===== src/rtl/i2c_byte_ctl.sv =====
// ---------------------------------------------------------------------------
// i2c_byte_ctl
//
// Byte-level command sequencer between the I2C host/register interface and
// the bit controller. One host transaction (optional START, one byte WRITE
// or READ, the ACK bit, optional STOP) is broken into single-bit commands.
// Data is shifted MSB-first; completion, received ACK and arbitration loss
// are reported back to the host.
//
// Build option: define I2C_BYTE_CMD_TIMEOUT_EN to add a per-command timeout
// (abort after timeout_i cycles without cmd_ack_i, pulsing tmo_o). Without
// it, timeout_i is ignored, tmo_o stays 0 and the block waits indefinitely.
//
// Ports
//   sysclk_i, rst_i         clock, asynchronous active-high reset
//   enable_i                core enable; low forces IDLE / NOP
//   start_i/stop_i/read_i/write_i, ack_in_i, din_i
//                           host command flags (held until cmd_ack_o),
//                           ACK to send after a READ, byte to send
//   timeout_i               command timeout limit (timeout build only)
//   dout_o, rxack_o         received byte, ACK sampled after a WRITE
//   cmd_ack_o, busy_o       transaction done/aborted pulse, busy flag
//   i2c_al_o, tmo_o         arbitration-loss / timeout pulses
//   cmd_o, bit_o            bit command and write bit to the bit controller
//   cmd_ack_i, arblost_i, bit_i
//                           bit controller handshake, arb loss, read bit
// ---------------------------------------------------------------------------
module i2c_byte_ctl #(
   parameter int TMO_W = 16
) (
   input  logic             sysclk_i,
   input  logic             rst_i,
   input  logic             enable_i,
   input  logic             start_i,
   input  logic             stop_i,
   input  logic             read_i,
   input  logic             write_i,
   input  logic             ack_in_i,
   input  logic [7:0]       din_i,
   input  logic [TMO_W-1:0] timeout_i,
   output logic [7:0]       dout_o,
   output logic             rxack_o,
   output logic             cmd_ack_o,
   output logic             busy_o,
   output logic             i2c_al_o,
   output logic             tmo_o,
   output logic [3:0]       cmd_o,
   output logic             bit_o,
   input  logic             cmd_ack_i,
   input  logic             arblost_i,
   input  logic             bit_i
);

   localparam logic [2:0] ST_IDLE  = 3'd0;
   localparam logic [2:0] ST_START = 3'd1;
   localparam logic [2:0] ST_WRITE = 3'd2;
   localparam logic [2:0] ST_READ  = 3'd3;
   localparam logic [2:0] ST_ACK   = 3'd4;
   localparam logic [2:0] ST_STOP  = 3'd5;
   localparam logic [2:0] ST_DONE  = 3'd6;

   localparam logic [3:0] CMD_NOP   = 4'b0000;
   localparam logic [3:0] CMD_START = 4'b0001;
   localparam logic [3:0] CMD_STOP  = 4'b0010;
   localparam logic [3:0] CMD_WRITE = 4'b0100;
   localparam logic [3:0] CMD_READ  = 4'b1000;

   logic [2:0] state_reg;
   logic [3:0] cmd_reg;
   logic       bit_reg;
   logic [7:0] shift_reg;
   logic [7:0] dout_reg;
   logic [2:0] cnt_reg;
   logic       stop_l_reg;
   logic       read_l_reg;
   logic       write_l_reg;
   logic       rxack_reg;
   logic       cmd_ack_reg;
   logic       busy_reg;
   logic       al_reg;
   logic       tmo_reg;

   logic go;
   logic tmo_hit;

   assign go = start_i | stop_i | read_i | write_i;

`ifdef I2C_BYTE_CMD_TIMEOUT_EN
   // Counts cycles spent waiting on the current bit command; cleared in
   // IDLE/DONE and whenever a command is acknowledged (cmd_o reloaded).
   logic [TMO_W-1:0] tmo_cnt_reg;
   logic [TMO_W-1:0] tmo_next;
   logic             waiting;

   assign waiting  = (state_reg != ST_IDLE) && (state_reg != ST_DONE);
   assign tmo_next = tmo_cnt_reg + {{(TMO_W-1){1'b0}}, 1'b1};
   // Abort on the edge that would complete the timeout_i-th waiting cycle.
   assign tmo_hit  = waiting && !cmd_ack_i && (timeout_i != '0) &&
                     (tmo_next == timeout_i);

   always_ff @(posedge sysclk_i or posedge rst_i) begin
      if (rst_i) begin
         tmo_cnt_reg <= '0;
      end else if (!waiting || cmd_ack_i) begin
         tmo_cnt_reg <= '0;
      end else begin
         tmo_cnt_reg <= tmo_next;
      end
   end
`else
   logic unused_timeout;
   assign unused_timeout = ^timeout_i;
   assign tmo_hit        = 1'b0;
`endif

   always_ff @(posedge sysclk_i or posedge rst_i) begin
      if (rst_i) begin
         state_reg   <= ST_IDLE;
         cmd_reg     <= CMD_NOP;
         bit_reg     <= 1'b0;
         shift_reg   <= 8'h00;
         dout_reg    <= 8'h00;
         cnt_reg     <= 3'd7;
         stop_l_reg  <= 1'b0;
         read_l_reg  <= 1'b0;
         write_l_reg <= 1'b0;
         rxack_reg   <= 1'b0;
         cmd_ack_reg <= 1'b0;
         busy_reg    <= 1'b0;
         al_reg      <= 1'b0;
         tmo_reg     <= 1'b0;
      end else begin
         // status pulses last exactly one cycle
         cmd_ack_reg <= 1'b0;
         al_reg      <= 1'b0;
         tmo_reg     <= 1'b0;

         if (!enable_i) begin
            // silent abort: no completion pulse, received data held
            state_reg <= ST_IDLE;
            cmd_reg   <= CMD_NOP;
            busy_reg  <= 1'b0;
            cnt_reg   <= 3'd7;
         end else if ((state_reg != ST_IDLE) && (arblost_i || tmo_hit)) begin
            // arbitration loss outranks a coincident cmd_ack_i and a timeout
            state_reg   <= ST_IDLE;
            cmd_reg     <= CMD_NOP;
            busy_reg    <= 1'b0;
            cnt_reg     <= 3'd7;
            cmd_ack_reg <= 1'b1;
            al_reg      <= arblost_i;
            tmo_reg     <= !arblost_i;
         end else begin
            case (state_reg)
               ST_IDLE: begin
                  // cmd_ack_reg high means the host has not yet seen the
                  // completion of the previous transaction; its flags may
                  // still be asserted, so do not re-arm on them.
                  if (go && !cmd_ack_reg) begin
                     stop_l_reg  <= stop_i;
                     read_l_reg  <= read_i;
                     write_l_reg <= write_i;
                     shift_reg   <= din_i;
                     busy_reg    <= 1'b1;
                     cnt_reg     <= 3'd7;
                     if (start_i) begin
                        state_reg <= ST_START;
                        cmd_reg   <= CMD_START;
                     end else if (read_i) begin
                        state_reg <= ST_READ;
                        cmd_reg   <= CMD_READ;
                     end else if (write_i) begin
                        state_reg <= ST_WRITE;
                        cmd_reg   <= CMD_WRITE;
                        bit_reg   <= din_i[7];
                     end else begin
                        state_reg <= ST_STOP;
                        cmd_reg   <= CMD_STOP;
                     end
                  end
               end

               ST_START: begin
                  if (cmd_ack_i) begin
                     if (read_l_reg) begin
                        state_reg <= ST_READ;
                        cmd_reg   <= CMD_READ;
                     end else if (write_l_reg) begin
                        state_reg <= ST_WRITE;
                        cmd_reg   <= CMD_WRITE;
                        bit_reg   <= shift_reg[7];
                     end else if (stop_l_reg) begin
                        state_reg <= ST_STOP;
                        cmd_reg   <= CMD_STOP;
                     end else begin
                        state_reg <= ST_DONE;
                        cmd_reg   <= CMD_NOP;
                     end
                  end
               end

               ST_WRITE: begin
                  if (cmd_ack_i) begin
                     shift_reg <= {shift_reg[6:0], 1'b0};
                     bit_reg   <= shift_reg[6];
                     cnt_reg   <= cnt_reg - 3'd1;
                     if (cnt_reg == 3'd0) begin
                        // slave ACK is sampled with a READ bit command
                        state_reg <= ST_ACK;
                        cmd_reg   <= CMD_READ;
                     end
                  end
               end

               ST_READ: begin
                  if (cmd_ack_i) begin
                     shift_reg <= {shift_reg[6:0], bit_i};
                     // dout_o has its own register so a following WRITE's
                     // din_i load does not disturb the last received byte
                     dout_reg  <= {dout_reg[6:0], bit_i};
                     cnt_reg   <= cnt_reg - 3'd1;
                     if (cnt_reg == 3'd0) begin
                        // master ACK/NACK is driven with a WRITE bit command
                        state_reg <= ST_ACK;
                        cmd_reg   <= CMD_WRITE;
                        bit_reg   <= ack_in_i;
                     end
                  end
               end

               ST_ACK: begin
                  if (cmd_ack_i) begin
                     if (!read_l_reg) begin
                        rxack_reg <= bit_i;
                     end
                     if (stop_l_reg) begin
                        state_reg <= ST_STOP;
                        cmd_reg   <= CMD_STOP;
                     end else begin
                        state_reg <= ST_DONE;
                        cmd_reg   <= CMD_NOP;
                     end
                  end
               end

               ST_STOP: begin
                  if (cmd_ack_i) begin
                     state_reg <= ST_DONE;
                     cmd_reg   <= CMD_NOP;
                  end
               end

               ST_DONE: begin
                  state_reg   <= ST_IDLE;
                  cmd_reg     <= CMD_NOP;
                  cmd_ack_reg <= 1'b1;
                  busy_reg    <= 1'b0;
                  cnt_reg     <= 3'd7;
               end

               default: begin
                  state_reg <= ST_IDLE;
                  cmd_reg   <= CMD_NOP;
                  busy_reg  <= 1'b0;
               end
            endcase
         end
      end
   end

   assign dout_o    = dout_reg;
   assign rxack_o   = rxack_reg;
   assign cmd_ack_o = cmd_ack_reg;
   assign busy_o    = busy_reg;
   assign i2c_al_o  = al_reg;
   assign tmo_o     = tmo_reg;
   assign cmd_o     = cmd_reg;
   assign bit_o     = bit_reg;

endmodule


===== config.mk =====
export PLATFORM = sky130hd
export DESIGN_NAME = i2c_byte_ctl
export DESIGN_NICKNAME = d
export VERILOG_FILES = /design/src/rtl/i2c_byte_ctl.sv
export SDC_FILE = /design/constraint.sdc
export NUM_CORES = 1
export LEC_CHECK = 0
export BUFFER_PORTS_ARGS = -buffer_cell sky130_fd_sc_hd__buf_2
export CORE_ASPECT_RATIO = 0.75
export CORE_MARGIN = 1
export CORE_UTILIZATION = 48
export CTS_CLUSTER_SIZE = 14
export DETAILED_ROUTE_END_ITERATION = 10
export PLACE_DENSITY = 0.77
export SLEW_MARGIN = 5
export SYNTH_ARGS = -nofsm -noshare
export SYNTH_HDL_FRONTEND = slang
export SYNTH_SLANG_ARGS = --single-unit

===== constraint.sdc =====
create_clock -name sysclk_i -period 1.9 [get_ports sysclk_i]
set_input_delay 0.095 -clock sysclk_i [delete_from_list [all_inputs] [get_ports sysclk_i]]
set_output_delay 0.095 -clock sysclk_i [all_outputs]
set_load 0.01 [all_outputs]

==> impl_metrics.py <==
metrics = {
    "detailed_routing": {
        "vias_per_cell": 5.51,
        "dr.pass1.iters": 4,
        "routed_wirelength_mm": 4.26,
        "postRouteAntennaNets": 0,
        "vias": 1575,
        "drc": 0,
        "wl_per_cell_um": 14.9,
        "first_iter_violations": 32,
    },
    "finish": {
        "seqCellArea_um2": 880,
        "drive_above_1_share_pct": 36.4,
        "diodes": 0,
        "final_util_pct": 62.2,
        "finish.instance_area_um2": 2540,
        "nNetsFinal": 270,
        "syn_to_final_growth_pct": 23.4,
        "final_cell_count_no_fill": 286,
        "fillCellCount": 333,
        "layout_common_cells": "36 x buf_2, 32 x dfrtp_1, 24 x mux2_1",
        "multi_input_area_um2": 1090,
        "final_common_cell": "buf_2",
    },
    "timing": {
        "setup_viol": 0,
        "finalWorstSetupSlack_ps": 60.7,
        "period_minus_slack_ps": 1840,
        "drv_slew": 0,
        "rsz0062_at_grt": "false",
        "skew_ps": 3.43,
        "max_freq_mhz": 544,
        "hold_viol": 0,
        "fin_crit_sh_pct": 96.8,
    },
    "place": {
        "gp_congestion": 0.936,
        "io_buffers": 36,
        "dp_slack_ps": -11.4,
        "hpwl_mm": 3.26,
        "dpl.cell_count": 276,
        "place_area_um2": 2370,
    },
    "logic_synthesis": {
        "synthCells": 178,
        "synth_cell_types": 57,
        "syn_nets": 218,
        "async_reset_ff_share_pct": 100,
        "synth_ff_type": "dfrtp_1",
        "netlist_area_um2": 2060,
        "synth-edff-count": 0,
        "yosysWarnings": 0,
        "yosysSeqAreaShare_pct": 42.8,
        "synth_seq_cells": 35,
        "avgSynthCellArea_um2": 11.5,
    },
    "clock_network": {
        "clkSlewWorstSetupHoldPaths_ps": 70,
        "clockBufferDepth": 2,
        "htree_levels": 2,
        "cts_sinks": 35,
        "cts_tree": "yes",
        "clock_latency_ps": 290,
        "cts_buffers": 5,
        "clockRootBuffer": "clkbuf_8",
    },
    "grt": {
        "grtUsageTotal_pct": 21.8,
        "grt_pass1_vias": 1575,
        "gr-total-overflow": 0,
        "grt_max_degree": 36,
        "antenna_found_initial": 0,
        "grt_pass1_wl_mm": 7.35,
    },
    "floorplanning": {
        "placementRows": 20,
        "core_area_um2": 4080,
        "chipWidth_um": 77.6,
        "die_area_um2": 4550,
        "start_util_pct": 50.4,
        "die_h_um": 58.7,
        "ios": 53,
    },
    "critical_path": {
        "cp_max_fo": 4,
        "reg2reg_slack_ps": 60,
        "end_kind": "register",
        "start_kind": "register",
        "startpoint": "cnt_reg[0]",
        "crit_type": "register to register",
        "arrival_ps": 2020,
        "required_ps": 2080,
        "r2r-start": "cnt_reg[0]",
    },
    "power_and_ir_drop": {
        "p_clk_share_pct": 22.2,
        "cellLeakagePower_nw": 1.22,
        "internal-power_w": 0.00232,
        "p_sw_share_pct": 35.4,
        "pwr-share-seq_pct": 33.0,
        "switchingPower_w": 0.00127,
        "irDropWorstVdd_mv": 0.808,
        "combPwrFrac_pct": 44.9,
        "power_density_nw_per_um2": 1420,
        "finalPower_w": 0.00359,
    },
    "worst_hold_path": {
        "hold_start": "stop_i",
        "hp-class": "input pin to register",
    },
    "flow_run": {
        "cap_violations": 0,
    },
    "outcome": {
        "status": "finished clean",
    },
}
[synth_stat cells (3+ instances only)]
library cell | n | area share, %
nor2_1 | 6 | 1.1
inv_1 | 11 | 2.0
mux2i_1 | 4 | 1.9
nor2b_1 | 4 | 1.2
mux2_4 | 3 | 2.2
a22o_1 | 7 | 3.0
nand3_1 | 5 | 1.2
dfrtp_1 | 32 | 39
o21ai_0 | 7 | 1.7
dfstp_2 | 3 | 3.8
mux2_1 | 24 | 13
nand2_1 | 7 | 1.3
ha_1 | 5 | 3.0
a21oi_1 | 6 | 1.5
[power groups by stage]
stage	sequential (W)	combinational (W)	clock, W
6_report	0.00118	0.00161	0.000796
5_1_grt	0.00123	0.00177	0.000833
4_1_cts	0.00118	0.00160	0.000803
3_5_place_dp	0.00120	0.00158	0
3_3_place_gp	0.00118	0.00155	0
2_1_floorplan	0.00117	0.00110	0
[final timing paths]
path                                end  cells after the start
hold / removal               stop_l_reg                      2
setup / recovery               cmd_o[1]                      6
min in group asynchronous         tmo_o                      4
max in group asynchronous    cnt_reg[1]                      4
hold reg to reg            shift_reg[0]                      1
setup reg to reg               cmd_o[1]                      6
[critical path, stage by stage (launching register included)]
cell and delay (ps):
dfstp_2 540, inv_1 50, ha_1 200, ha_2 180
and2_4 170, o211ai_4 260, mux2_4 330
[per-layer routing]
layer	part of all wire (%)	wire, um	track usage, %	vias up
met4	1.9	81	8.89	0
met5	0	0	0	-
li1	-	-	-	762
met3	5.3	226	5.58	8
met2	43	1830	33.1	42
met1	50	2120	30.0	763
[metrics by stage]
stage / setup TNS, ps / hold WS (ps)
after floorplan: 0 / 221
after global placement: 0 / 211
after detailed placement: -11.4 / 219
after CTS: 0 / 44.3
after global routing: 0 / 53.0
final: 0 / 40.2
[logic make-up (layout without fill, tap and decap cells)]
logic type,Yosys count,after routing,synth area share [%]
mux,32,32,17.8
other cells,1,1,0.182
simple gates,45,45,15.2
compound gates,40,40,15.8
flops,35,35,42.8
fa+ha+maj,6,6,3.53
buf+inv,19,72,4.69
[area by class of cell]
type	instances	share of cell area [%]
Clock inverter	2	2.37
Multi-Input combinational cell	124	43.2
Inverter	12	1.78
Sequential cell	35	34.7
Clock buffer	6	2.86
Timing Repair Buffer	52	12.4
Tap cell	55	2.71
[what timing repair did]
action | in CTS | in global routing
cloned | 0 | 0
resized for setup | 0 | 5
pin swaps | 1 | 2
setup buffers | 1 | 0
hold endpoints to repair | 32 | 0
endpoints found under the setup margin | 3 | 15
hold buffers | 1 | 0
(Power assumes the default switching activity.)
